--- config.mk ---
export PLATFORM = sky130hd
export DESIGN_NAME = spi_simple_master
export DESIGN_NICKNAME = d
export VERILOG_FILES = /design/src/rtl/spi_simple_master.sv
export SDC_FILE = /design/constraint.sdc
export NUM_CORES = 1
export LEC_CHECK = 0
export ABC_CLOCK_PERIOD_IN_PS = 6300
export BUFFER_PORTS_ARGS = -buffer_cell sky130_fd_sc_hd__buf_4
export CORE_UTILIZATION = 50
export DETAILED_ROUTE_END_ITERATION = 10
export PLACE_DENSITY = 0.71
export SKIP_CTS_REPAIR_TIMING = 1
export SYNTH_ARGS = -nofsm -noshare
export SYNTH_HDL_FRONTEND = slang
export SYNTH_SLANG_ARGS = --single-unit
--- constraint.sdc ---
create_clock -name clk -period 6.3 [get_ports clk]
set_input_delay 0.63 -clock clk [delete_from_list [all_inputs] [get_ports clk]]
set_output_delay 0.63 -clock clk [all_outputs]
set_load 0.01 [all_outputs]
--- src/rtl/spi_simple_master.sv ---
`timescale 1ns/1ps
`default_nettype none
// ============================================================================
//  Module   : spi_simple_master
//  Purpose  : Byte-wide SPI master, mode 0 (CPOL=0, CPHA=0), MSB first.
//             Accepts one byte per valid/ready handshake, drives sck/cs_n/mosi
//             and returns the byte sampled on miso. Bursts keep cs_n low
//             until a byte flagged tx_last completes.
//  Ports    : clk, rst (async, active high)
//             tx_data[7:0], tx_last, tx_valid -> tx_ready   (byte input)
//             rx_data[7:0], rx_valid                        (byte output)
//             sck, cs_n, mosi (registered), miso            (SPI pins)
//  Revision : 1.0  initial release
// ============================================================================
module spi_simple_master #(
    parameter int CLK_DIV = 4
) (
    input  logic       clk,
    input  logic       rst,
    input  logic [7:0] tx_data,
    input  logic       tx_last,
    input  logic       tx_valid,
    output logic       tx_ready,
    output logic [7:0] rx_data,
    output logic       rx_valid,
    output logic       sck,
    output logic       cs_n,
    output logic       mosi,
    input  logic       miso
);

    typedef enum logic [1:0] {
        ST_IDLE = 2'd0,
        ST_XFER = 2'd1,
        ST_HOLD = 2'd2
    } state_t;

    localparam int            CW        = (CLK_DIV > 1) ? $clog2(CLK_DIV) : 1;
    localparam logic [CW-1:0] CNT_MAX   = CW'(CLK_DIV - 1);
    localparam logic [4:0]    LAST_PHASE = 5'd16;

    state_t        state_q,    state_d;
    logic [CW-1:0] cnt_q,      cnt_d;
    logic [4:0]    phase_q,    phase_d;
    logic [7:0]    tx_sr_q,    tx_sr_d;
    logic          last_q,     last_d;
    logic [7:0]    rx_sr_q,    rx_sr_d;
    logic [7:0]    rx_data_q,  rx_data_d;
    logic          rx_valid_q, rx_valid_d;
    logic          sck_q,      sck_d;
    logic          cs_n_q,     cs_n_d;
    logic          mosi_q,     mosi_d;

    logic [4:0]    w_phase_nxt;
    logic          w_accept;

    assign tx_ready    = (state_q != ST_XFER);
    assign w_accept    = tx_valid && tx_ready;
    assign w_phase_nxt = phase_q + 5'd1;

    always_comb begin
        state_d    = state_q;
        cnt_d      = cnt_q;
        phase_d    = phase_q;
        tx_sr_d    = tx_sr_q;
        last_d     = last_q;
        rx_sr_d    = rx_sr_q;
        rx_data_d  = rx_data_q;
        rx_valid_d = 1'b0;
        sck_d      = sck_q;
        cs_n_d     = cs_n_q;
        mosi_d     = mosi_q;

        case (state_q)
            ST_IDLE, ST_HOLD: begin
                // From HOLD cs_n is already low, so a new byte starts with no
                // chip-select glitch.
                if (w_accept) begin
                    state_d = ST_XFER;
                    cnt_d   = '0;
                    phase_d = 5'd0;
                    tx_sr_d = tx_data;
                    last_d  = tx_last;
                    cs_n_d  = 1'b0;
                    sck_d   = 1'b0;
                    mosi_d  = tx_data[7];
                end
            end

            ST_XFER: begin
                if (cnt_q != CNT_MAX) begin
                    cnt_d = cnt_q + CW'(1);
                end else begin
                    cnt_d = '0;
                    if (phase_q == LAST_PHASE) begin
                        // Trailing half-period done: close or park the burst.
                        if (last_q) begin
                            state_d = ST_IDLE;
                            cs_n_d  = 1'b1;
                            mosi_d  = 1'b0;
                        end else begin
                            state_d = ST_HOLD;
                        end
                    end else begin
                        phase_d = w_phase_nxt;
                        if (w_phase_nxt[0]) begin
                            // Rising sck: sample miso, first sample ends up in bit 7.
                            sck_d   = 1'b1;
                            rx_sr_d = {rx_sr_q[6:0], miso};
                        end else begin
                            sck_d = 1'b0;
                            if (w_phase_nxt != LAST_PHASE) begin
                                tx_sr_d = {tx_sr_q[6:0], 1'b0};
                                mosi_d  = tx_sr_q[6];
                            end else begin
                                // All eight samples are in by the final fall.
                                rx_data_d  = rx_sr_q;
                                rx_valid_d = 1'b1;
                            end
                        end
                    end
                end
            end

            default: begin
                state_d = ST_IDLE;
                cs_n_d  = 1'b1;
                sck_d   = 1'b0;
                mosi_d  = 1'b0;
            end
        endcase
    end

    always_ff @(posedge clk or posedge rst) begin
        if (rst) begin
            state_q    <= ST_IDLE;
            cnt_q      <= '0;
            phase_q    <= 5'd0;
            tx_sr_q    <= 8'h00;
            last_q     <= 1'b0;
            rx_sr_q    <= 8'h00;
            rx_data_q  <= 8'h00;
            rx_valid_q <= 1'b0;
            sck_q      <= 1'b0;
            cs_n_q     <= 1'b1;
            mosi_q     <= 1'b0;
        end else begin
            state_q    <= state_d;
            cnt_q      <= cnt_d;
            phase_q    <= phase_d;
            tx_sr_q    <= tx_sr_d;
            last_q     <= last_d;
            rx_sr_q    <= rx_sr_d;
            rx_data_q  <= rx_data_d;
            rx_valid_q <= rx_valid_d;
            sck_q      <= sck_d;
            cs_n_q     <= cs_n_d;
            mosi_q     <= mosi_d;
        end
    end

    assign rx_data  = rx_data_q;
    assign rx_valid = rx_valid_q;
    assign sck      = sck_q;
    assign cs_n     = cs_n_q;
    assign mosi     = mosi_q;

endmodule
`default_nettype wire

==> impl_metrics.csv <==
group,metric,value,unit
status,status,"finished clean",
worst_setup_path,timing.reg2reg.setup_slack,3690,ps
logic_synthesis,avgSynthCellArea,12.6,sq um
hold_path,hold_path_class,"primary input to async pin",
global_routing,met3_usage,4.62,%
logic_synthesis,synth_area,1750,sq um
sta,min_period,2610,ps
logic_synthesis,seq_area_frac_synth,53.1,%
routing,postRouteAntennaNets,0,
sta,fin_setup_tns,0,ps
logic_synthesis,netlist_top_cells_count,"36 x dfrtp_1, 10 x o21ai_0, 9 x mux2_2, 8 x mux2_4, 7 x inv_1",
worst_setup_path,worstSetupStartpoint,"phase_q[0]",
routing,vias,1207,
clock_tree,cts_tree,"built",
layout,fin_area,2060,sq um
floorplanning,core_area,3340,sq um
layout,syn_to_final_growth,17.8,%
place,place.gp.congestion,0.927,
worst_setup_path,crit_path_end_kind,"flip-flop",
floorplanning,die_w,61.1,um
place,place_inst,207,
logic_synthesis,ys_warn_count,0,
clock_tree,cts_sinks,37,
global_routing,track_usage,20.4,%
logic_synthesis,async_reset_ff_share,100,%
routing,wire_per_inst,15.0,um
clock_tree,clk_path_buf_depth,2,
global_routing,busiest_layer,"met2",
place,portBuffers,25,
routing,drc,0,
floorplanning,initial_core_util,52.3,%
global_routing,grt_start_max_net_pins,38,
worst_setup_path,worstSetupPathType,"flip-flop to flip-flop",
logic_synthesis,yosysUniqueCellTypes,40,
logic_synthesis,yosysMostFrequentCell,"dfrtp_1",
worst_setup_path,arrival,2840,ps
logic_synthesis,synth_top_area_cell,"dfrtp_1",
logic_synthesis,mappedNetlistNets,156,
sta,drv_slew,0,
floorplanning,rows,21,
routing,dr.pass1.iters,4,
layout,finalNonFillerCells,215,
floorplanning,die_height,61.1,um
power_and_ir_drop,power_density,407,nW/um^2
global_routing,grt-ovfl-total,0,
worst_setup_path,cp.required,6530,ps
global_routing,grt_pass1_vias,1208,
clock_tree,root_buffer,"clkbuf_4",
sta,finalHoldViolations,0,
logic_synthesis,synth_top_area_share,51.6,%
global_routing,grt_use_met2,31.7,%
logic_synthesis,ys_ff_latch,37,
floorplanning,ios,26,
logic_synthesis,synth_ff_type,"dfrtp_1",
place,placed_area,1970,sq um
logic_synthesis,synth.area.top_cells,"dfrtp_1 52%, mux2_4 6.9%, mux2_2 5.8%",
logic_synthesis,synthCells,139,
worst_setup_path,reg2reg_to,"rx_data[6]",
layout,drive_gt1_share,36.1,%
sta,slew-limit-headroom,42.5,%
layout,final_nets,185,
clock_tree,cts_made_buffers,5,
global_routing,use_met1,25.9,%
sta,setup_viol,0,
clock_tree,cts_max_level,2,
logic_synthesis,synth_edf_count,0,
power_and_ir_drop,total_leakage_power,0.959,nW
worst_setup_path,crit_path_start_kind,"flip-flop",
clock_tree,clkTransAtPathRegs,120,ps
sta,worst_pin_slew,860,ps
routing,viasPerCell,5.61,
worst_setup_path,reg2reg_depth,6,
floorplanning,die-area,3730,sq um
sta,skew,14.5,ps
global_routing,antenna_found_initial,0,
place,dp_hpwl,2210,um
layout,num_antenna_cells,0,
routing,drtIter0Drc,55,
global_routing,grt_pass1_wl,5420,um
job,cap_violations,0,
worst_setup_path,cp_max_fo,11,
sta,max_freq,0.384,GHz
routing,wirelength,3220,um
worst_setup_path,reg2reg_from,"phase_q[0]",
power_and_ir_drop,vdd_drop_max,0.252,mV
sta,rsz0062_at_grt,"no",
clock_tree,clk_latency,350,ps
sta,fin_crit_sh,41.4,%
[metrics by stage]
| stage | hold WS, ps | worst slack, ps | power (W) | util, % |
|---|---|---|---|---|
| 2_1_floorplan | 444 | 4300 | 0.000587 | - |
| 3_3_place_gp | 475 | 3870 | 0.000650 | 59.0 |
| 3_5_place_dp | 482 | 3730 | 0.000662 | 59.0 |
| 4_1_cts | 377 | 3690 | 0.000841 | 61.6 |
| 5_1_grt | 418 | 3550 | 0.000893 | 61.6 |
| 6_report | 368 | 3690 | 0.000836 | 61.6 |
[cells in the final DEF, fill, tap and decap left out, types with 2 or more instances in the layout]
master	n
dfrtp_1	36
buf_4	26
o21ai_0	10
mux2_2	9
mux2_4	8
inv_1	7
nand2b_1	6
o221a_1	6
nand2_1	5
clkbuf_4	5
nor2_1	4
a21oi_1	4
ha_1	4
nand3_1	3
o31ai_1	3
a21o_1	3
nand3b_1	2
and3_1	2
a311oi_1	2
a22o_1	2
[worst max-delay path by stage]
| stage | slack, ps | endpoint |
|---|---|---|
| floorplan | 4300 | rx_data[0] |
| global placement | 3870 | tx_sr_q[2] |
| CTS | 3690 | rx_data[7] |
| finish | 3690 | rx_data[6] |
| global route | 3550 | rx_data[7] |
| detailed placement | 3730 | rx_data[1] |
[worst max-delay path, stage by stage, from the launching register on]
cell     delay (ps)
dfrtp_1         560
ha_1            320
nand3_2         120
or4_4           500
o21ai_2          80
and3_1          540
mux2_4          350
[power breakdown]
group          internal [W]  switching [W]
Clock             0.0000943      0.0000795
Combinational      0.000142       0.000131
Sequential         0.000319      0.0000709
[final cells by class]
| class | instances | area, sq um |
|---|---|---|
| sequential | 37 | 927 |
| timing repair buffer | 26 | 195 |
| multi-input combinational | 91 | 762 |
| clock inverter | 2 | 37.5 |
| clock buffer | 6 | 51.3 |
| inverter | 7 | 26.3 |
| tap | 46 | 57.6 |
| fill | 272 | 1280 |
[logic make-up after synthesis]
family	Yosys count	synth area share, %
muxes	18	13.3
adders and majority gates	4	2.87
and+or+nand+nor	35	13.1
AOI/OAI and AO/OA	33	13.8
xor gates and xnor gates	1	0.502
DFF	37	53.1
buffers and inverters	11	3.29
[registers in the layout (all words and copies together), names as in the netlist]
signal	flops
state_q	2
tx_sr_q	7
last_q	1
cnt_q	2
phase_q	5
sck	1
rx_valid	1
rx_data	8
mosi	1
cs_n	1
rx_sr_q	8
[metal layers]
metal | wire length, um | share of wire, % | vias up
met5 | 0 | 0 | -
met4 | 62 | 1.9 | 0
met3 | 133 | 4.1 | 8
met2 | 1570 | 49 | 43
met1 | 1450 | 45 | 596
li1 | - | - | 560
Power figures use the tool's default switching activity.
